==> src/rtl/wb_queue_if.sv <==
// Bus bundle for the write-back queue: mem/alu producer channels, register-file
// write port, bypass lookup and occupancy.
interface wb_queue_if #(
    parameter int ADDR_LEN  = 5,
    parameter int WORD_SIZE = 32,
    parameter int DEPTH     = 4
);
    localparam int CNT_W = $clog2(DEPTH) + 1;

    logic                 mem_valid_i;
    logic [ADDR_LEN-1:0]  mem_addr_i;
    logic [WORD_SIZE-1:0] mem_data_i;
    logic                 mem_ready_o;

    logic                 alu_valid_i;
    logic [ADDR_LEN-1:0]  alu_addr_i;
    logic [WORD_SIZE-1:0] alu_data_i;
    logic                 alu_ready_o;

    logic [ADDR_LEN-1:0]  dst_addr_o;
    logic [WORD_SIZE-1:0] data_o;
    logic                 w_en;

    logic [ADDR_LEN-1:0]  fwd_addr_i;
    logic                 fwd_hit_o;
    logic [WORD_SIZE-1:0] fwd_data_o;

    logic [CNT_W-1:0]     count_o;

    modport master (
        output mem_valid_i, mem_addr_i, mem_data_i,
        output alu_valid_i, alu_addr_i, alu_data_i,
        output fwd_addr_i,
        input  mem_ready_o, alu_ready_o,
        input  dst_addr_o, data_o, w_en,
        input  fwd_hit_o, fwd_data_o,
        input  count_o
    );

    modport slave (
        input  mem_valid_i, mem_addr_i, mem_data_i,
        input  alu_valid_i, alu_addr_i, alu_data_i,
        input  fwd_addr_i,
        output mem_ready_o, alu_ready_o,
        output dst_addr_o, data_o, w_en,
        output fwd_hit_o, fwd_data_o,
        output count_o
    );
endinterface

==> src/rtl/wb_queue.sv <==
// Write-back queue: merges memory and ALU results in program order, drains one
// entry per cycle into the register-file write port, and offers a bypass lookup.
module wb_queue #(
    parameter int ADDR_LEN   = 5,
    parameter int WORD_SIZE  = 32,
    parameter int DEPTH      = 4,
    parameter int DISCARD_R0 = 1
) (
    input logic       clk,
    input logic       rst_n,
    wb_queue_if.slave bus
);
    localparam int PW = $clog2(DEPTH);
    localparam int CW = PW + 1;

    logic [PW-1:0]        rptr_q, rptr_d;
    logic [PW-1:0]        wptr_q, wptr_d;
    logic [CW-1:0]        count_q, count_d;
    logic [ADDR_LEN-1:0]  dst_q, dst_d;
    logic [WORD_SIZE-1:0] data_q, data_d;
    logic                 w_en_q, w_en_d;

    logic [ADDR_LEN-1:0]  addr_mem [DEPTH];
    logic [WORD_SIZE-1:0] data_mem [DEPTH];

    logic [CW-1:0]        free_w;
    logic                 mem_ready, alu_ready;
    logic                 mem_fire, alu_fire;
    logic                 mem_keep, alu_keep;
    logic                 pop;
    logic [PW-1:0]        alu_slot;

    logic                 hit;
    logic [WORD_SIZE-1:0] fwd_data;
    logic [PW-1:0]        idx;

    // Readiness looks only at registered occupancy, never at this cycle's pop.
    assign free_w    = CW'(DEPTH) - count_q;
    assign mem_ready = rst_n && (free_w != '0);
    assign alu_ready = rst_n && ((free_w >= CW'(2)) ||
                                 ((free_w != '0) && !bus.mem_valid_i));

    assign mem_fire = bus.mem_valid_i && mem_ready;
    assign alu_fire = bus.alu_valid_i && alu_ready;
    assign mem_keep = mem_fire && !((DISCARD_R0 != 0) && (bus.mem_addr_i == '0));
    assign alu_keep = alu_fire && !((DISCARD_R0 != 0) && (bus.alu_addr_i == '0));
    assign pop      = (count_q != '0);

    // The alu entry lands behind the mem entry when both are kept.
    assign alu_slot = wptr_q + PW'(mem_keep);

    always_comb begin
        rptr_d  = rptr_q;
        wptr_d  = wptr_q + PW'(mem_keep) + PW'(alu_keep);
        count_d = count_q + CW'(mem_keep) + CW'(alu_keep) - CW'(pop);
        dst_d   = dst_q;
        data_d  = data_q;
        w_en_d  = 1'b0;
        if (pop) begin
            rptr_d = rptr_q + PW'(1);
            dst_d  = addr_mem[rptr_q];
            data_d = data_mem[rptr_q];
            w_en_d = 1'b1;
        end
    end

    always_ff @(posedge clk or negedge rst_n) begin
        if (!rst_n) begin
            rptr_q  <= '0;
            wptr_q  <= '0;
            count_q <= '0;
            dst_q   <= '0;
            data_q  <= '0;
            w_en_q  <= 1'b0;
        end else begin
            rptr_q  <= rptr_d;
            wptr_q  <= wptr_d;
            count_q <= count_d;
            dst_q   <= dst_d;
            data_q  <= data_d;
            w_en_q  <= w_en_d;
        end
    end

    always_ff @(posedge clk) begin
        if (mem_keep) begin
            addr_mem[wptr_q] <= bus.mem_addr_i;
            data_mem[wptr_q] <= bus.mem_data_i;
        end
        if (alu_keep) begin
            addr_mem[alu_slot] <= bus.alu_addr_i;
            data_mem[alu_slot] <= bus.alu_data_i;
        end
    end

    // Bypass: output register is oldest, then queue entries head to tail; later matches override.
    always_comb begin
        hit      = 1'b0;
        fwd_data = '0;
        idx      = rptr_q;
        if (w_en_q && (dst_q == bus.fwd_addr_i)) begin
            hit      = 1'b1;
            fwd_data = data_q;
        end
        for (int i = 0; i < DEPTH; i++) begin
            idx = rptr_q + PW'(i);
            if ((CW'(i) < count_q) && (addr_mem[idx] == bus.fwd_addr_i)) begin
                hit      = 1'b1;
                fwd_data = data_mem[idx];
            end
        end
        if ((DISCARD_R0 != 0) && (bus.fwd_addr_i == '0)) begin
            hit      = 1'b0;
            fwd_data = '0;
        end
    end

    assign bus.mem_ready_o = mem_ready;
    assign bus.alu_ready_o = alu_ready;
    assign bus.dst_addr_o  = dst_q;
    assign bus.data_o      = data_q;
    assign bus.w_en        = w_en_q;
    assign bus.fwd_hit_o   = hit;
    assign bus.fwd_data_o  = fwd_data;
    assign bus.count_o     = count_q;
endmodule

==> src/flat_wrapper.sv <==
// flat-port wrapper written by rule: the top's interface ports become plain ports
module wb_queue_flat 
#(
    parameter int ADDR_LEN   = 5,
    parameter int WORD_SIZE  = 32,
    parameter int DEPTH      = 4,
    parameter int DISCARD_R0 = 1
)
  (clk, rst_n, bus_mem_valid_i, bus_mem_addr_i, bus_mem_data_i, bus_alu_valid_i, bus_alu_addr_i, bus_alu_data_i, bus_fwd_addr_i, bus_mem_ready_o, bus_alu_ready_o, bus_dst_addr_o, bus_data_o, bus_w_en, bus_fwd_hit_o, bus_fwd_data_o, bus_count_o);
  wb_queue_if #(.ADDR_LEN(ADDR_LEN), .WORD_SIZE(WORD_SIZE), .DEPTH(DEPTH)) bus_i ();
  input logic clk;
  input logic rst_n;
  input wire logic [$bits(bus_i.mem_valid_i)-1:0] bus_mem_valid_i;
  input wire logic [$bits(bus_i.mem_addr_i)-1:0] bus_mem_addr_i;
  input wire logic [$bits(bus_i.mem_data_i)-1:0] bus_mem_data_i;
  input wire logic [$bits(bus_i.alu_valid_i)-1:0] bus_alu_valid_i;
  input wire logic [$bits(bus_i.alu_addr_i)-1:0] bus_alu_addr_i;
  input wire logic [$bits(bus_i.alu_data_i)-1:0] bus_alu_data_i;
  input wire logic [$bits(bus_i.fwd_addr_i)-1:0] bus_fwd_addr_i;
  output wire logic [$bits(bus_i.mem_ready_o)-1:0] bus_mem_ready_o;
  output wire logic [$bits(bus_i.alu_ready_o)-1:0] bus_alu_ready_o;
  output wire logic [$bits(bus_i.dst_addr_o)-1:0] bus_dst_addr_o;
  output wire logic [$bits(bus_i.data_o)-1:0] bus_data_o;
  output wire logic [$bits(bus_i.w_en)-1:0] bus_w_en;
  output wire logic [$bits(bus_i.fwd_hit_o)-1:0] bus_fwd_hit_o;
  output wire logic [$bits(bus_i.fwd_data_o)-1:0] bus_fwd_data_o;
  output wire logic [$bits(bus_i.count_o)-1:0] bus_count_o;
  assign bus_i.mem_valid_i = bus_mem_valid_i;
  assign bus_i.mem_addr_i = bus_mem_addr_i;
  assign bus_i.mem_data_i = bus_mem_data_i;
  assign bus_i.alu_valid_i = bus_alu_valid_i;
  assign bus_i.alu_addr_i = bus_alu_addr_i;
  assign bus_i.alu_data_i = bus_alu_data_i;
  assign bus_i.fwd_addr_i = bus_fwd_addr_i;
  assign bus_mem_ready_o = bus_i.mem_ready_o;
  assign bus_alu_ready_o = bus_i.alu_ready_o;
  assign bus_dst_addr_o = bus_i.dst_addr_o;
  assign bus_data_o = bus_i.data_o;
  assign bus_w_en = bus_i.w_en;
  assign bus_fwd_hit_o = bus_i.fwd_hit_o;
  assign bus_fwd_data_o = bus_i.fwd_data_o;
  assign bus_count_o = bus_i.count_o;
  wb_queue #(.ADDR_LEN(ADDR_LEN), .WORD_SIZE(WORD_SIZE), .DEPTH(DEPTH), .DISCARD_R0(DISCARD_R0)) u_core (.clk(clk), .rst_n(rst_n), .bus(bus_i));
endmodule
==> config.mk <==
export PLATFORM = sky130hd
export DESIGN_NAME = wb_queue_flat
export DESIGN_NICKNAME = d
export VERILOG_FILES = /design/src/rtl/wb_queue_if.sv /design/src/rtl/wb_queue.sv /design/src/flat_wrapper.sv
export SDC_FILE = /design/constraint.sdc
export NUM_CORES = 1
export LEC_CHECK = 0
export CAP_MARGIN = 15
export CORE_UTILIZATION = 60
export DETAILED_ROUTE_END_ITERATION = 12
export PLACE_DENSITY = 0.85
export SETUP_SLACK_MARGIN = 0.1
export SKIP_CTS_REPAIR_TIMING = 1
export SYNTH_ARGS = -nofsm -noshare
export SYNTH_HDL_FRONTEND = slang
export SYNTH_SLANG_ARGS = --single-unit
export TNS_END_PERCENT = 30
==> constraint.sdc <==
create_clock -name clk -period 9.75 [get_ports clk]
set_clock_uncertainty 0.05 [all_clocks]
set_input_delay 1.95 -clock clk [delete_from_list [all_inputs] [get_ports clk]]
set_output_delay 1.95 -clock clk [all_outputs]
set_load 0.05 [all_outputs]
==> results_tabular.tex <==
\begin{tabular}{lr}
\hline
Metric & Value \\
\hline
\multicolumn{2}{l}{\textbf{Min path}} \\
\quad Source of the worst hold timing path & u\_core.bus.data\_o[13] \\
\quad Worst hold path type & flip-flop to flip-flop \\
\multicolumn{2}{l}{\textbf{Critical path}} \\
\quad Critical-path maximum fanout & 19 \\
\quad Setup slack, reg-to-reg & 5.67 ns \\
\quad Beginning of the worst register-to-register path & u\_core.bus.count\_o[1] \\
\quad Capture instance of the worst register-to-register path & u\_core.data\_mem[2][29] \\
\quad Setup crit start kind & input pin \\
\quad FF-to-FF path depth & 11 \\
\quad Critical path arrival & 6.10 ns \\
\quad Setup CP Type & input pin to primary output \\
\quad CP endpoint & bus\_fwd\_data\_o[5] \\
\quad Launch point of the critical path & bus\_fwd\_addr\_i[3] \\
\quad Data required time of the critical path & 7.75 ns \\
\quad Endpoint class of the critical path & primary output \\
\multicolumn{2}{l}{\textbf{Clock tree}} \\
\quad Number of clock buffers inserted by TritonCTS & 17 \\
\quad CTS sink cnt & 193 \\
\quad Worst-Skew Late Latency & 0.45 ns \\
\quad CTS tree & yes \\
\quad Root buffer selected by CTS & sky130\_fd\_sc\_hd\_\_clkbuf\_16 \\
\quad Clock transition at path regs & 0.07 ns \\
\quad Clock H-tree levels & 4 \\
\quad Maximum root-to-sink buffer count & 2 \\
\multicolumn{2}{l}{\textbf{Global routing}} \\
\quad Antenna violations before repair & 0 \\
\quad Wire length of the first global-routing pass & 55400 µm \\
\quad Total routing usage reported by global routing & 0.325 \\
\quad Number of global-route vias before repair & 10600 \\
\quad Overflow after GRT & 0 \\
\quad Largest net degree at the start of global routing & 95 \\
\multicolumn{2}{l}{\textbf{Power}} \\
\quad Power per unit of standard cell area & 321 mW/mm² \\
\quad Leakage & 5.77 nW \\
\quad Largest voltage drop on the vdd net & 0.197 mV \\
\multicolumn{2}{l}{\textbf{Final layout}} \\
\quad Post-Layout Cell Count & 1605 \\
\quad Footprint of the multi-input gates & 0.00716 mm² \\
\quad Number of nets at the end of the flow & 1411 \\
\quad Fin area & 0.0154 mm² \\
\quad Layout cell share with drive strength beyond 1 & 0.202 \\
\quad Register area & 0.00558 mm² \\
\quad Diodes inserted & 0 \\
\quad Filler instances & 1519 \\
\quad Fin util & 0.724 \\
\quad Relative area change from synthesis to final layout & 16.4\% \\
\multicolumn{2}{l}{\textbf{STA}} \\
\quad Final Hold Violating Endpoints & 0 \\
\quad Final setup violation count & 0 \\
\quad Total count of max-transition violations in the final report & 0 \\
\quad Minimum clock period after layout & 8.10 ns \\
\quad Max frequency & 0.123 GHz \\
\quad Final worst-path cycle share & 0.831 \\
\quad Setup repair after global routing missed its margin & false \\
\quad Actual slew at the worst max-slew pin & 1.22 ns \\
\quad Fin Setup TNS & 0 ns \\
\quad Rel. slew slack & 0.189 \\
\multicolumn{2}{l}{\textbf{Floorplanning}} \\
\quad Core region area & 0.0213 mm² \\
\quad Effective utilization at floorplan & 0.622 \\
\quad Number of standard-cell rows in the floorplan & 53 \\
\quad Die Width & 150 µm \\
\quad Boundary pin count & 159 \\
\quad Die Span Y & 150 µm \\
\quad Total Die Area & 0.0226 mm² \\
\multicolumn{2}{l}{\textbf{Synthesis}} \\
\quad EDFF count, synth & 148 \\
\quad Syn Nets & 1327 \\
\quad Library cells used by synthesis & 46 \\
\quad Post-synthesis async set-or-reset flop share & 0.233 \\
\quad Dominant register cell in the synthesized netlist & sky130\_fd\_sc\_hd\_\_edfxtp\_1 \\
\quad Cell area after technology mapping & 0.0132 mm² \\
\quad Synth Instances & 1233 \\
\quad Fraction of the yosys area taken by sequential cells & 0.421 \\
\quad Number of warnings reported in the yosys synthesis log & 0 \\
\quad Synthesized area divided by synthesized cell count & 10.7 µm² \\
\quad \#FFs+latches synth & 193 \\
\multicolumn{2}{l}{\textbf{Placement}} \\
\quad Placed wire-length estimate after detailed placement & 21600 µm \\
\quad Post-detailed-placement cell area & 0.0148 mm² \\
\quad Cell count after placement & 1572 \\
\quad Port bufs & 158 \\
\quad RePlAce Congestion & 0.874 \\
\multicolumn{2}{l}{\textbf{Routing}} \\
\quad Router iterations before antenna repair & 6 \\
\quad Detail Route Antenna Nets & 0 \\
\quad DRC viols & 0 \\
\quad Detail-routed via count per cell & 6.58 \\
\quad DRT iter0 DRCs & 1030 \\
\quad Wirelength per Cell & 22.4 µm \\
\quad Via count & 10600 \\
\quad Sum of routed wire length over all layers & 35900 µm \\
\multicolumn{2}{l}{\textbf{Run status}} \\
\quad Result of the run & finished clean \\
\multicolumn{2}{l}{\textbf{Job}} \\
\quad Max-cap viol count & 0 \\
\hline
\end{tabular}
-- layer usage --
| layer | GRT usage | routed length, µm | up-vias |
|---|---|---|---|
| met1 | 0.412 | 13900 | 5118 |
| li1 | - | - | 4737 |
| met2 | 0.541 | 17600 | 600 |
| met3 | 0.0630 | 3390 | 100 |
| met5 | 0 | 0 | - |
| met4 | 0.143 | 1070 | 0 |
-- sequential cells by signal, summed over array words and instances, names as in the netlist --
register	flops
u_core.bus.w_en	1
u_core.bus.count_o	3
u_core.bus.dst_addr_o	5
u_core.rptr_q	2
u_core.data_mem	128
u_core.bus.data_o	32
u_core.wptr_q	2
u_core.addr_mem	20
-- kinds of logic after synthesis --
group / synth area share
AOI/OAI and AO/OA: 0.0966
xor gates and xnor gates: 0.0192
and+or+nand+nor: 0.126
muxes: 0.282
adders and majority gates: 0.0115
buffers and inverters: 0.0434
DFF: 0.421
-- worst min-delay path by stage --
stage | end | slack, ns | cells past startpoint
detailed placement | u_core.bus.data_o[13] | 0.45 | 2
global placement | u_core.bus.data_o[13] | 0.43 | 2
finish | u_core.bus.data_o[13] | 0.46 | 2
floorplan | u_core.bus.data_o[0] | 0.60 | 4
CTS | u_core.bus.data_o[13] | 0.46 | 2
global route | u_core.bus.data_o[26] | 0.49 | 2
-- Yosys cell counts (2+ instances only) --
master                     count  area [µm²]
sky130_fd_sc_hd__a22oi_1      21         158
sky130_fd_sc_hd__a32oi_1       8        70.1
sky130_fd_sc_hd__mux4_1        2        52.6
sky130_fd_sc_hd__clkbuf_1     54         203
sky130_fd_sc_hd__mux4_2       15         338
sky130_fd_sc_hd__nand2_1     185         694
sky130_fd_sc_hd__xnor2_1      18         158
sky130_fd_sc_hd__edfxtp_1    148        4440
sky130_fd_sc_hd__xor2_1       11        96.3
sky130_fd_sc_hd__o21ai_1       3        15.0
sky130_fd_sc_hd__or2_2         2        12.5
sky130_fd_sc_hd__nor2_1       17        63.8
sky130_fd_sc_hd__buf_2        42         210
sky130_fd_sc_hd__nor2b_1       2        12.5
sky130_fd_sc_hd__a21oi_1      52         260
sky130_fd_sc_hd__inv_1        10        37.5
sky130_fd_sc_hd__buf_1         6        22.5
sky130_fd_sc_hd__fa_1          2        40.0
sky130_fd_sc_hd__nor3_2       26         260
sky130_fd_sc_hd__mux2_2      156        1760
sky130_fd_sc_hd__buf_4         3        22.5
sky130_fd_sc_hd__and2_1       30         188
sky130_fd_sc_hd__buf_6         7        78.8
sky130_fd_sc_hd__nand3_1      62         310
sky130_fd_sc_hd__dfrtp_1      45        1130
sky130_fd_sc_hd__ha_1          9         113
sky130_fd_sc_hd__nand4_1       2        12.5
sky130_fd_sc_hd__and3_1        5        31.3
sky130_fd_sc_hd__o21ai_0      44         220
sky130_fd_sc_hd__nor3_1        8        40.0
sky130_fd_sc_hd__mux2i_1     158        1580
sky130_fd_sc_hd__a211oi_1     64         480
sky130_fd_sc_hd__or4_1         3        22.5
-- stage by stage --
step / setup slack (ns) / hold slack [ns] / power, mW
2_1_floorplan: 3.13 / 0.603 / 3.45
3_3_place_gp: 1.92 / 0.434 / 4.15
3_5_place_dp: 1.82 / 0.447 / 4.24
5_1_grt: 1.65 / 0.485 / 5.18
6_report: 1.65 / 0.465 / 4.94
4_1_cts: 1.81 / 0.461 / 4.91
-- cell usage in the layout, fill, tap and decap left out, types with 2 or more instances in the layout --
cell type,n
sky130_fd_sc_hd__fa_1,2
sky130_fd_sc_hd__buf_4,18
sky130_fd_sc_hd__a22oi_1,21
sky130_fd_sc_hd__edfxtp_1,148
sky130_fd_sc_hd__clkdlybuf4s50_1,157
sky130_fd_sc_hd__and2_1,30
sky130_fd_sc_hd__nor3_1,6
sky130_fd_sc_hd__nor2_1,14
sky130_fd_sc_hd__nand3_1,61
sky130_fd_sc_hd__a21oi_1,52
sky130_fd_sc_hd__clkinv_2,3
sky130_fd_sc_hd__xnor2_1,18
sky130_fd_sc_hd__or4_1,3
sky130_fd_sc_hd__dfrtp_4,2
sky130_fd_sc_hd__mux2_2,156
sky130_fd_sc_hd__ha_1,8
sky130_fd_sc_hd__nand4_1,2
sky130_fd_sc_hd__nor2_4,4
sky130_fd_sc_hd__a32oi_1,8
sky130_fd_sc_hd__xor2_1,11
sky130_fd_sc_hd__or2_2,2
sky130_fd_sc_hd__a211oi_1,64
sky130_fd_sc_hd__nand2_1,185
sky130_fd_sc_hd__inv_1,9
sky130_fd_sc_hd__mux4_1,2
sky130_fd_sc_hd__o21ai_1,3
sky130_fd_sc_hd__inv_6,7
sky130_fd_sc_hd__dfrtp_1,43
sky130_fd_sc_hd__nor3_2,28
sky130_fd_sc_hd__mux2i_1,158
sky130_fd_sc_hd__clkbuf_16,17
sky130_fd_sc_hd__mux4_2,15
sky130_fd_sc_hd__clkinv_4,3
sky130_fd_sc_hd__nor2b_1,2
sky130_fd_sc_hd__o21ai_0,44
sky130_fd_sc_hd__and3_1,4
-- report_power, final --
part / total, mW / switching (mW) / internal, mW
clock network: 0.667 / 0.333 / 0.334
logic: 2.87 / 1.80 / 1.07
registers: 1.40 / 0.219 / 1.18
total: 4.94 / 2.35 / 2.58
-- critical path: stages --
cell and delay, ns:
sky130_fd_sc_hd__clkdlybuf4s50_1 0.58, sky130_fd_sc_hd__xor2_1 0.24, sky130_fd_sc_hd__nor4_1 0.34, sky130_fd_sc_hd__and3_1 0.96
sky130_fd_sc_hd__buf_4 0.42, sky130_fd_sc_hd__and3_1 0.20, sky130_fd_sc_hd__o21ai_1 0.07, sky130_fd_sc_hd__a211oi_1 0.42
sky130_fd_sc_hd__clkdlybuf4s50_1 0.90
-- cell type report --
type,count,area share
clock buffer,17,0.0276
clock inverter,15,0.00788
inverter,10,0.00244
multi-input combinational,918,0.465
sequential,193,0.362
tap,275,0.0223
timing repair buffer,177,0.113
(Power assumes the default switching activity.)
